==> src/rtl/bp_axis_bridge_pkg.sv <==
// Shared definitions for bp_axis_bridge: flit field helpers, pointer-width helper
// and the egress skid occupancy encoding.
package bp_axis_bridge_pkg;

    // Flit layout is {last, addr, data}
    function automatic int unsigned flit_w(input int unsigned a_w, input int unsigned d_w);
        return a_w + d_w + 1;
    endfunction

    function automatic int unsigned last_idx(input int unsigned a_w, input int unsigned d_w);
        return a_w + d_w;
    endfunction

    function automatic int unsigned addr_lo(input int unsigned d_w);
        return d_w;
    endfunction

    function automatic int unsigned data_hi(input int unsigned d_w);
        return d_w - 1;
    endfunction

    function automatic int unsigned ptr_w(input int unsigned depth);
        return (depth > 1) ? $clog2(depth) : 1;
    endfunction

    typedef enum logic [1:0] {
        SKID_EMPTY = 2'd0,
        SKID_ONE   = 2'd1,
        SKID_TWO   = 2'd2
    } skid_state_e;

endpackage

==> src/rtl/bp_skid2.sv <==
// Two-entry registered skid: client valid/backpressure in, AXIS-style valid/ready out.
module bp_skid2
    import bp_axis_bridge_pkg::*;
#(
    parameter int unsigned FW = 35
) (
    input  logic          clk,
    input  logic          rst,
    input  logic          ce,
    input  logic [FW-1:0] in_d,
    input  logic          in_v,
    output logic          in_b,
    output logic [FW-1:0] out_d,
    output logic          out_v,
    input  logic          out_r
);

    skid_state_e   state_q, state_d;
    logic [FW-1:0] main_q;
    logic [FW-1:0] skid_q;
    logic          accept;
    logic          drain;
    logic          load_main;
    logic          load_skid;
    logic          main_from_skid;

    // Backpressure is the registered skid occupancy; ce=0 also stalls the client
    assign in_b   = (state_q == SKID_TWO) | ~ce;
    assign out_v  = (state_q != SKID_EMPTY) & ce;
    assign out_d  = (state_q != SKID_EMPTY) ? main_q : '0;
    assign accept = in_v & ~in_b;
    assign drain  = out_v & out_r;

    always_ff @(posedge clk) begin
        if (rst) begin
            state_q <= SKID_EMPTY;
        end else if (ce) begin
            state_q <= state_d;
        end
    end

    always_comb begin
        state_d        = state_q;
        load_main      = 1'b0;
        load_skid      = 1'b0;
        main_from_skid = 1'b0;
        case (state_q)
            SKID_EMPTY: begin
                if (accept) begin
                    load_main = 1'b1;
                    state_d   = SKID_ONE;
                end
            end
            SKID_ONE: begin
                if (accept && drain) begin
                    load_main = 1'b1;
                end else if (accept) begin
                    load_skid = 1'b1;
                    state_d   = SKID_TWO;
                end else if (drain) begin
                    state_d = SKID_EMPTY;
                end
            end
            SKID_TWO: begin
                if (drain) begin
                    main_from_skid = 1'b1;
                    state_d        = SKID_ONE;
                end
            end
            default: state_d = SKID_EMPTY;
        endcase
    end

    // Payload registers are unreset; contents are qualified by state_q
    always_ff @(posedge clk) begin
        if (load_main) begin
            main_q <= in_d;
        end else if (main_from_skid) begin
            main_q <= skid_q;
        end
        if (load_skid) begin
            skid_q <= in_d;
        end
    end

endmodule

==> src/rtl/bp_axis_bridge.sv <==
// AXIS <-> valid/backpressure bridge: ingress FIFO, egress 2-entry skid, packet-length check.
// Optional statistics outputs are enabled with BP_BRIDGE_STATS_EN.
module bp_axis_bridge
    import bp_axis_bridge_pkg::*;
#(
    parameter int unsigned D_W     = 32,
    parameter int unsigned A_W     = 2,
    parameter int unsigned DEPTH   = 4,
    parameter int unsigned MAX_PKT = 16
) (
    input  logic                           clk,
    input  logic                           rst,
    input  logic                           ce,
    input  logic [A_W+D_W-1:0]             s_axis_wdata,
    input  logic                           s_axis_wvalid,
    input  logic                           s_axis_wlast,
    output logic                           s_axis_wready,
    output logic [A_W+D_W:0]               o_d,
    output logic                           o_v,
    input  logic                           o_b,
    input  logic [A_W+D_W:0]               i_d,
    input  logic                           i_v,
    output logic                           i_b,
    output logic [A_W+D_W-1:0]             m_axis_wdata,
    output logic                           m_axis_wvalid,
    output logic                           m_axis_wlast,
    input  logic                           m_axis_wready,
    output logic                           pkt_err
`ifdef BP_BRIDGE_STATS_EN
    ,
    output logic [31:0]                    in_flits,
    output logic [31:0]                    out_flits,
    output logic [ptr_w(DEPTH):0]          hwm
`endif
);

    localparam int unsigned FW    = flit_w(A_W, D_W);
    localparam int unsigned LAST  = last_idx(A_W, D_W);
    localparam int unsigned PTR_W = ptr_w(DEPTH);
    localparam int unsigned CNT_W = PTR_W + 1;
    localparam int unsigned PKT_W = $clog2(MAX_PKT + 1);

    logic [FW-1:0]    mem [DEPTH];
    logic [PTR_W-1:0] wr_ptr_q;
    logic [PTR_W-1:0] rd_ptr_q;
    logic [CNT_W-1:0] count_q;
    logic [PKT_W-1:0] pkt_cnt_q;
    logic             full;
    logic             empty;
    logic             wr_en;
    logic             rd_en;
    logic [FW-1:0]    eg_d;

    assign full          = (count_q == CNT_W'(DEPTH));
    assign empty         = (count_q == '0);
    assign s_axis_wready = ce & ~full & ~rst;
    assign o_v           = ce & ~empty;
    assign o_d           = mem[rd_ptr_q];
    assign wr_en         = s_axis_wvalid & s_axis_wready;
    assign rd_en         = o_v & ~o_b;

    // Ingress FIFO control
    always_ff @(posedge clk) begin
        if (rst) begin
            wr_ptr_q <= '0;
            rd_ptr_q <= '0;
            count_q  <= '0;
        end else begin
            if (wr_en) begin
                wr_ptr_q <= wr_ptr_q + PTR_W'(1);
            end
            if (rd_en) begin
                rd_ptr_q <= rd_ptr_q + PTR_W'(1);
            end
            case ({wr_en, rd_en})
                2'b10:   count_q <= count_q + CNT_W'(1);
                2'b01:   count_q <= count_q - CNT_W'(1);
                default: count_q <= count_q;
            endcase
        end
    end

    always_ff @(posedge clk) begin
        if (wr_en) begin
            mem[wr_ptr_q] <= {s_axis_wlast, s_axis_wdata};
        end
    end

    // Packet length tracking; counter saturates at MAX_PKT so it never wraps
    always_ff @(posedge clk) begin
        if (rst) begin
            pkt_cnt_q <= '0;
            pkt_err   <= 1'b0;
        end else if (wr_en) begin
            if (s_axis_wlast) begin
                pkt_cnt_q <= '0;
            end else begin
                if (pkt_cnt_q == PKT_W'(MAX_PKT)) begin
                    pkt_err <= 1'b1;
                end else begin
                    pkt_cnt_q <= pkt_cnt_q + PKT_W'(1);
                end
            end
        end
    end

    bp_skid2 #(
        .FW (FW)
    ) u_skid (
        .clk   (clk),
        .rst   (rst),
        .ce    (ce),
        .in_d  (i_d),
        .in_v  (i_v),
        .in_b  (i_b),
        .out_d (eg_d),
        .out_v (m_axis_wvalid),
        .out_r (m_axis_wready)
    );

    assign m_axis_wlast = eg_d[LAST];
    assign m_axis_wdata = eg_d[LAST-1:0];

`ifdef BP_BRIDGE_STATS_EN
    // Saturating flit counters and ingress occupancy high-water mark
    always_ff @(posedge clk) begin
        if (rst) begin
            in_flits  <= '0;
            out_flits <= '0;
            hwm       <= '0;
        end else begin
            if (wr_en && (in_flits != '1)) begin
                in_flits <= in_flits + 32'd1;
            end
            if (m_axis_wvalid && m_axis_wready && (out_flits != '1)) begin
                out_flits <= out_flits + 32'd1;
            end
            if (count_q > hwm) begin
                hwm <= count_q;
            end
        end
    end
`endif

endmodule

==> config.mk <==
export PLATFORM = sky130hd
export DESIGN_NAME = bp_axis_bridge
export DESIGN_NICKNAME = d
export VERILOG_FILES = /design/src/rtl/bp_axis_bridge_pkg.sv /design/src/rtl/bp_skid2.sv /design/src/rtl/bp_axis_bridge.sv
export SDC_FILE = /design/constraint.sdc
export NUM_CORES = 1
export LEC_CHECK = 0
export BUFFER_PORTS_ARGS = -buffer_cell sky130_fd_sc_hd__clkbuf_2
export CORE_UTILIZATION = 56
export DETAILED_ROUTE_END_ITERATION = 6
export GPL_ROUTABILITY_DRIVEN = 0
export PLACE_DENSITY = 0.8
export SYNTH_ARGS = -nofsm -noshare
export SYNTH_HDL_FRONTEND = slang
export SYNTH_SLANG_ARGS = --single-unit
==> constraint.sdc <==
create_clock -name clk -period 2.4 [get_ports clk]
set_input_delay 0.48 -clock clk [delete_from_list [all_inputs] [get_ports clk]]
set_output_delay 0.48 -clock clk [all_outputs]
set_load 0.1 [all_outputs]
## After elaboration in Yosys (flattened, before gate mapping)

Memories as Yosys holds them, arrays and structs flattened. A register that Yosys moved wholly into a read port is not among the register bits.
Index checks and enable logic that the tools add are counted.

- Add/subtract/negate cells: 5
- $mul: 0
- Divide/modulo/power cells: 0
- Magnitude comparators: 0
- Equal/unequal tests: 11
- Shift-type cells: 0
- Muxes and demuxes: 23
- Bitwise operators: 16
- Reduce and logical (&&, ||, !) cells: 9

Operators by type and width:

| kind | count |
|---|---|
| $mux W35 | 3 |
| $mux W2 | 7 |
| $mux W5 | 2 |
| $and A1 B1 Y1 | 8 |
| $mux W1 | 8 |
| $not A1 Y1 | 7 |
| $pmux W2 S3 | 1 |
| $pmux W3 S2 | 1 |
| $reduce_bool A2 Y1 | 3 |
| $add A5 B1 Y5 const B | 1 |
| $eq A5 B5 Y1 const B | 1 |
| $reduce_and A5 Y1 | 1 |
| $add A2 B1 Y2 const B | 2 |
| $eq A2 B1 Y1 const B | 2 |
| $eq A2 B2 Y1 const B | 2 |
| $ne A2 B1 Y1 const B | 2 |
| $ne A2 B2 Y1 const B | 2 |
| $add A3 B1 Y3 const B | 1 |
| $eq A3 B3 Y1 const B | 1 |
| $logic_not A3 Y1 | 1 |
| $ne A3 B1 Y1 const B | 1 |
| $reduce_and A3 Y1 | 1 |
| $sub A3 B1 Y3 const B | 1 |
| $logic_not A2 Y1 | 1 |
| other kinds (4) | 4 |

- Flip-flop bits (word level): 85
- Latch bits: 0
- Memory bits (writable): 140
- ROM bits: 0
- Input bits: 77
- Output and inout bits: 75
- Memories kept: 1

Memory list:

| memory | words | width | rd ports | clocked after memory_dff | write ports | RTL line | source |
|---|---|---|---|---|---|---|---|
| mem | 4 | 35 | 1 | 1 | 1 | bp_axis_bridge.sv:43 | `logic [FW-1:0] mem [DEPTH];` |

## Longest topological paths before layout

Gate-level depths: netlist of the first run.

- Depth in word-level cells: 8
- Gate-level depth with buffers: 9

## Modules after synthesis

From an unflattened synthesis of the first run, not the netlist that was laid out.

- Cells, all modules: 444
- Area total of the unflattened synthesis: 8959.8 um2

By module, submodules not included:

| module | instances | cells each | area an instance (um2) | sequential area each (um2) |
|---|---|---|---|---|
| bp_axis_bridge | 1 | 274 | 5855.6 | 4504.3 |
| bp_skid2 | 1 | 170 | 3104.2 | 2142.1 |

## Worst setup path after synthesis of the first run

Ideal clock, no wire load.

- Kind: input -> output
- Start: input port ce
- End: output port s_axis_wready
- Arrival time: 2.919 ns
- Required time: 1.920 ns
- Setup slack: -0.999 ns
- Stages: 2
- Path through: clkbuf_1 -> nor3b_1

- Word-level cells in the longest chain between the ends: 2

RTL lines:

| element | RTL line | source |
|---|---|---|
| start, declared | bp_axis_bridge.sv:13 | `input logic ce,` |
| $and A1 B1 Y1 (2 in series) | bp_axis_bridge.sv:56 | `assign s_axis_wready = ce & ~full & ~rst;` |
| end, declared | bp_axis_bridge.sv:17 | `output logic s_axis_wready,` |

No other way between the ends.

==> impl_metrics.tcl, run 1 <==
set metrics [dict create \
    run_status "finished clean" \
    numCtsBuffers 23 \
    crit_path_end_kind "primary output" \
    pin_count 152 \
    postCtsHoldBufs 0 \
    cts_buffer_depth 3 \
    critPathMaxFanout 8 \
    worst_setup_path_start_kind "flip-flop" \
    fillers 899 \
    vias 4657 \
    wl_mm 17.5 \
    syn_nets 525 \
    relSlewSlack_pct 61.9 \
    finalMaxSlewViolations 0 \
    synthAdderAreaFrac_pct 1.24 \
    arrival_ns 1.89 \
    synthSimpleGateAreaFrac_pct 5.60 \
    seqPwrFrac_pct 50.4 \
    worst_pin_slew_ns 0.574 \
    synth_edf_count 210 \
    drive_gt1_share_pct 43.0 \
    synthCells 440 \
    dp_hpwl_mm 10.5 \
    setup_viol 0 \
    irDropWorstVdd_mv 0.626 \
    intPower_mw 6.68 \
    die-area_mm2 0.0161 \
    die_h_um 127 \
    power_mw 8.78 \
    path_clk_slew_ns 0.06 \
    clock-sinks 227 \
    row_count 45 \
    cts_tree "built" \
    port-buffer-count 151 \
    antenna_found_initial 0 \
    seq_area_frac_synth_pct 76.3 \
    seq_area_mm2 0.00665 \
    synthXorXnorAreaFrac_pct 0.804 \
    synth_top_family_by_area "multiplexers" \
    start_util_pct 57.3 \
    first_pass_iters 4 \
    synthTopCellsByArea "edfxtp_1 (72%), mux4_2 (9.0%), dfxtp_1 (3.9%), mux2_2 (2.8%), nor2b_1 (2.7%)" \
    drt_iter0_markers 259 \
    grt_pass1_vias 4758 \
    ys_seq_elements 227 \
    multi_input_area_mm2 0.00199 \
    async_reset_ff_share_pct 0 \
    fmax_ghz 0.422 \
    pwr_density_cell_mw_per_mm2 787 \
    core_area_mm2 0.0152 \
    timing.setup.tns_ns 0 \
    viasPerCell 5.63 \
    n_antenna_cell 0 \
    grt_pass1_wl_mm 25.9 \
    final_common_cell "edfxtp_1" \
    routedWlPerCell_um 21.2 \
    synth_top_area_share_pct 72.4 \
    layout.nets 711 \
    drc 0 \
    path_class "flip-flop to primary output" \
    clockPowerShare_pct 37.9 \
    cp.required_ns 1.92 \
    yosys_warnings 0 \
    die_w_um 127 \
    area_growth_pct 28.1 \
    fin_area_mm2 0.0112 \
    synthMuxAreaShare_pct 13.8 \
    post-place-ws_ns -0.000217 \
    synth.avg_cell_area_um2 19.8 \
    whs_ns 0.176 \
    worst_skew_pair.late_latency_ns 0.49 \
    yosysTopAreaCell "edfxtp_1" \
    fin_skew_ns 0.0188 \
    rsz0062_at_grt "yes" \
    cts-root-buf "clkbuf_16" \
    p_leak_nw 3.96 \
    ant_nets 0 \
    finalCritPeriodShare_pct 98.8 \
    dp_cells 782 \
    placedInstanceArea_mm2 0.0102 \
    maxCapViolCount 0 \
    layout.cells.non_filler 827 \
    synth_compound_area_share_pct 1.01 \
    p_comb_share_pct 11.6 \
    switchingPower_mw 2.10 \
    htreeDepth 1 \
    synth_area_mm2 0.00871 \
    hold_viol 0 \
    final_cell_mix "edfxtp_1 (210), clkbuf_2 (95), nor2b_1 (38)" \
    grt_max_degree 36 \
    min_period_ns 2.37 \
    track_usage_pct 21.5 \
    synth_flop_cell "edfxtp_1" \
    hp-class "primary input to flip-flop" \
    setup_slack_ns 0.0276 \
    grt.overflow.total 0 \
    fin_util_pct 73.4 \
    ys_types 36 \
    switching_share_pct 23.9 \
]
-- Yosys cell counts (4+ instances only) --
library cell,count
edfxtp_1,210
nor2b_1,38
mux4_2,35
mux2_2,22
dfxtp_1,17
nor2_1,15
mux2_1,13
clkbuf_1,9
inv_1,9
a21oi_1,8
buf_2,7
ha_1,7
o21ai_0,6
and2_1,5
xnor2_1,5
nor3b_1,4
-- metal layers --
metal | wire length, um | part of all wire (%) | GRT usage [%]
met1 | 6990 | 40 | 28.7
met2 | 8910 | 51 | 35.8
met4 | 217 | 1.2 | 5.39
met5 | 0 | 0 | 0
met3 | 1380 | 7.9 | 5.53
-- sequential cells by signal, summed over array words and instances (netlist names), named ones only --
register,count
count_q,3
mem,140
pkt_cnt_q,5
pkt_err,1
rd_ptr_q,2
u_skid.main_q,35
u_skid.skid_q,35
u_skid.state_q,2
wr_ptr_q,2
-- path summary, 6_finish.rpt --
| path | start | to | slack, ns | depth (start not counted) |
|---|---|---|---|---|
| min | i_d[19] | u_skid.skid_q[19]$_DFFE_PP_ | 0.18 | 1 |
| max | flip-flop | o_d[34] | 0.03 | 3 |
| min reg2reg | pkt_err$_SDFFE_PP0P_ | pkt_err$_SDFFE_PP0P_ | 0.48 | 2 |
| max reg2reg | count_q[2]$_SDFFE_PP0P_ | count_q[2]$_SDFFE_PP0P_ | 0.23 | 9 |
-- power groups by stage --
stage | Sequential (mW) | Combinational, mW | Clock [mW]
after floorplan | 4.50 | 0.681 | 0
after global placement | 4.50 | 0.960 | 0
after detailed placement | 4.51 | 0.983 | 0
after CTS | 4.43 | 1.02 | 3.38
after global routing | 4.43 | 1.06 | 3.54
final | 4.43 | 1.02 | 3.33
-- worst max-delay path: stages, from the launching register on --
cell and delay, ns:
dfxtp_4 0.44, buf_6 0.19, mux4_2 0.53, clkbuf_8 0.24
-- timing repair --
| action | in CTS | in global routing |
|---|---|---|
| gates cloned | 2 | 1 |
| setup buffers | 3 | 1 |
| resized for setup | 29 | 28 |
| pin swaps | 1 | 0 |
| setup endpoints to repair | 71 | 36 |
-- layout make-up --
class / instances / share of cell area (%)
timing repair buffer: 177 / 13.9
inverter: 10 / 0.336
tap: 188 / 2.11
clock inverter: 8 / 0.807
multi-input combinational: 187 / 17.8
sequential: 227 / 59.6
clock buffer: 30 / 5.39
-- logic make-up (layout without fill, tap and decap cells) --
family                   count (synthesis)  count (layout)
adder cells (fa/ha/maj)                  8               8
AND/OR/NAND/NOR                         81              82
AO/OA/AOI/OAI                           17              17
flip-flops                             227             227
multiplexers                            72              72
buffers and inverters                   27             225
XOR/XNOR                                 8               8
No activity file was read; power rests on OpenSTA's default activity.
==> run 2, diff against run 1 <==
--- a/config.mk
+++ b/config.mk
@@ -5,7 +5,9 @@
 export SDC_FILE = /design/constraint.sdc
 export NUM_CORES = 1
 export LEC_CHECK = 0
+export ABC_CLOCK_PERIOD_IN_PS = 2400
 export BUFFER_PORTS_ARGS = -buffer_cell sky130_fd_sc_hd__clkbuf_2
+export CORE_MARGIN = 2
 export CORE_UTILIZATION = 56
 export DETAILED_ROUTE_END_ITERATION = 6
 export GPL_ROUTABILITY_DRIVEN = 0
==> run 2 against run 1 <==
Worst setup slack worse by 0.0037 ns. Non-clock buffer count down 5. Critical path depth unchanged. Clock skew down 0.010 ns. Register-to-register slack better by 0.07 ns. Clock-buffer cell count down 1. First-iteration DRC count up 25%. Sequential share of layout area up 0.058 points. Critical path type unchanged. Critical endpoint is now o_d[3]. Largest power group unchanged.
==> impl_metrics.tcl, run 2 (synthesis gave the netlist of run 1 again) <==
set metrics [dict create \
    viasPerCell 5.62 \
    first_pass_iters 4 \
    grt_pass1_vias 4800 \
    dp_hpwl_mm 10.7 \
    pwr_density_cell_mw_per_mm2 792 \
    path_class "flip-flop to primary output" \
    fin_util_pct 73.3 \
    track_usage_pct 20.1 \
    hold_end "u_skid.skid_q[0]$_DFFE_PP_" \
    crit_path_end_kind "primary output" \
    dp_cells 783 \
    grt.overflow.total 0 \
    layout.nets 705 \
    arrival_ns 1.90 \
    grt_max_degree 36 \
    drt_iter0_markers 324 \
    grt_pass1_wl_mm 25.8 \
    drc 0 \
    numCtsBuffers 23 \
    fmax_ghz 0.421 \
    start_util_pct 57.3 \
    die_w_um 129 \
    finalCritPeriodShare_pct 99.0 \
    row_count 45 \
    whs_ns 0.167 \
    cts-root-buf "clkbuf_16" \
    max_stage_delay_ns 0.60 \
    power_mw 8.83 \
    die_h_um 129 \
    vias 4647 \
    ant_nets 0 \
    postCtsHoldBufs 0 \
    worst_setup_path_start_kind "flip-flop" \
    drive_gt1_share_pct 43.6 \
    core_area_mm2 0.0152 \
    rr_worst_depth 9 \
    fillers 906 \
    final_cell_mix "edfxtp_1 (210), clkbuf_2 (87), nor2b_1 (38)" \
    fin_skew_ns 0.00843 \
    die-area_mm2 0.0166 \
    top_register "mem" \
    timing.setup.tns_ns 0 \
    crit_top_cell "buf_12" \
    worst_skew_pair.late_latency_ns 0.50 \
    final_common_cell "edfxtp_1" \
    r2r-start "count_q[2]$_SDFFE_PP0P_" \
    htreeDepth 1 \
    layout.cells.non_filler 827 \
    r2r_setup_slack_ns 0.30 \
    hp-start "i_d[0]" \
    critPathMaxFanout 27 \
    run_status "finished clean" \
    port-buffer-count 151 \
    reg2reg_to "count_q[2]$_SDFFE_PP0P_" \
    cp_slowest_cell "mux4_2" \
    hold_viol 0 \
    area_growth_pct 27.9 \
    wl_mm 17.0 \
    pin_count 152 \
    antenna_found_initial 2 \
    routedWlPerCell_um 20.5 \
    path_clk_slew_ns 0.06 \
    maxCapViolCount 0 \
    hp-class "primary input to flip-flop" \
    finalMaxSlewViolations 0 \
    crit_path_cell_trace "buf_12 -> mux4_2 -> buf_12" \
    cts_buffer_depth 3 \
    hold_path_depth 1 \
    largest_reg_flops 140 \
    relSlewSlack_pct 62.2 \
    cp.required_ns 1.92 \
    setup_viol 0 \
    reg_top3 "mem x140, u_skid.main_q x35, u_skid.skid_q x35" \
    p_leak_nw 3.93 \
    rsz0062_at_grt "yes" \
    cts_tree "built" \
    irDropWorstVdd_mv 0.694 \
    clock-sinks 227 \
    post_cts.repair.setup_buffers 0 \
    min_period_ns 2.38 \
    worst_pin_slew_ns 0.569 \
]
## run 2: changes by cell type in the layout (fill, tap and decap cells not counted), moves of 2 or more
cell / before / now
clkbuf_2: 95 / 87
clkbuf_8: 6 / 2
clkinv_2: 2 / 9
buf_12: 31 / 29
diode_2: 0 / 2
clkbuf_4: 3 / 27
buf_4: 14 / 18
clkbuf_1: 7 / 3
buf_6: 4 / 0
buf_8: 4 / 10
buf_2: 18 / 1
## run 2: worst max-delay path: cells and delay by family, from the launching register on
kind	cells	cell delay (ns)
muxes	1	0.60
buffers and inverters	2	0.43
DFF	1	0.35
## run 2: routing by layer
layer  wire length (um)  track usage, %  vias up
li1                   -               -     2089
met3               1580            6.36       34
met2               8310            32.0      204
met4                321            4.86        0
met5                  0               0        -
met1               6760            27.6     2320
## run 2: what timing repair did
action | 4_1_cts | 5_1_grt
resized for setup | 36 | 49
gates cloned | 0 | 0
endpoints found under the setup margin | 59 | 46
endpoints found under the hold margin | 0 | 0
## run 2: layout make-up
| type | instances | area, um^2 | area share, % |
|---|---|---|---|
| sequential | 227 | 6650 | 59.7 |
| multi-input combinational | 186 | 1980 | 17.7 |
| timing repair buffer | 172 | 1510 | 13.5 |
| clock buffer | 29 | 639 | 5.74 |
| tap | 188 | 235 | 2.11 |
| clock inverter | 13 | 91.3 | 0.819 |
| inverter | 10 | 37.5 | 0.337 |
| antenna | 2 | 5.00 | 0.0449 |
## run 2: stage by stage
step                setup slack [ns]  instance area, um^2
floorplan                     -0.164                 8720
global placement               0.245                10200
detailed placement             0.147                10200
CTS                          -0.0226                11100
global route                 -0.0489                11100
finish                        0.0239                11100
## run 2: worst max-delay path by stage
stage | end | start | slack [ns] | depth (start not counted)
after floorplan | m_axis_wdata[0] | u_skid.state_q[1]$_SDFFE_PP0P_ | -0.16 | 3
after global placement | count_q[2]$_SDFFE_PP0P_ | ce | 0.24 | 9
after detailed placement | count_q[2]$_SDFFE_PP0P_ | ce | 0.15 | 9
after CTS | o_d[29] | flip-flop | -0.02 | 3
after global routing | o_d[3] | flip-flop | -0.05 | 3
final | o_d[3] | flip-flop | 0.02 | 3
## run 2: report_power, final
group / internal [mW] / switching, mW
registers: 4.40 / 0.0257
logic: 0.307 / 0.705
clock network: 1.99 / 1.39
total: 6.70 / 2.13
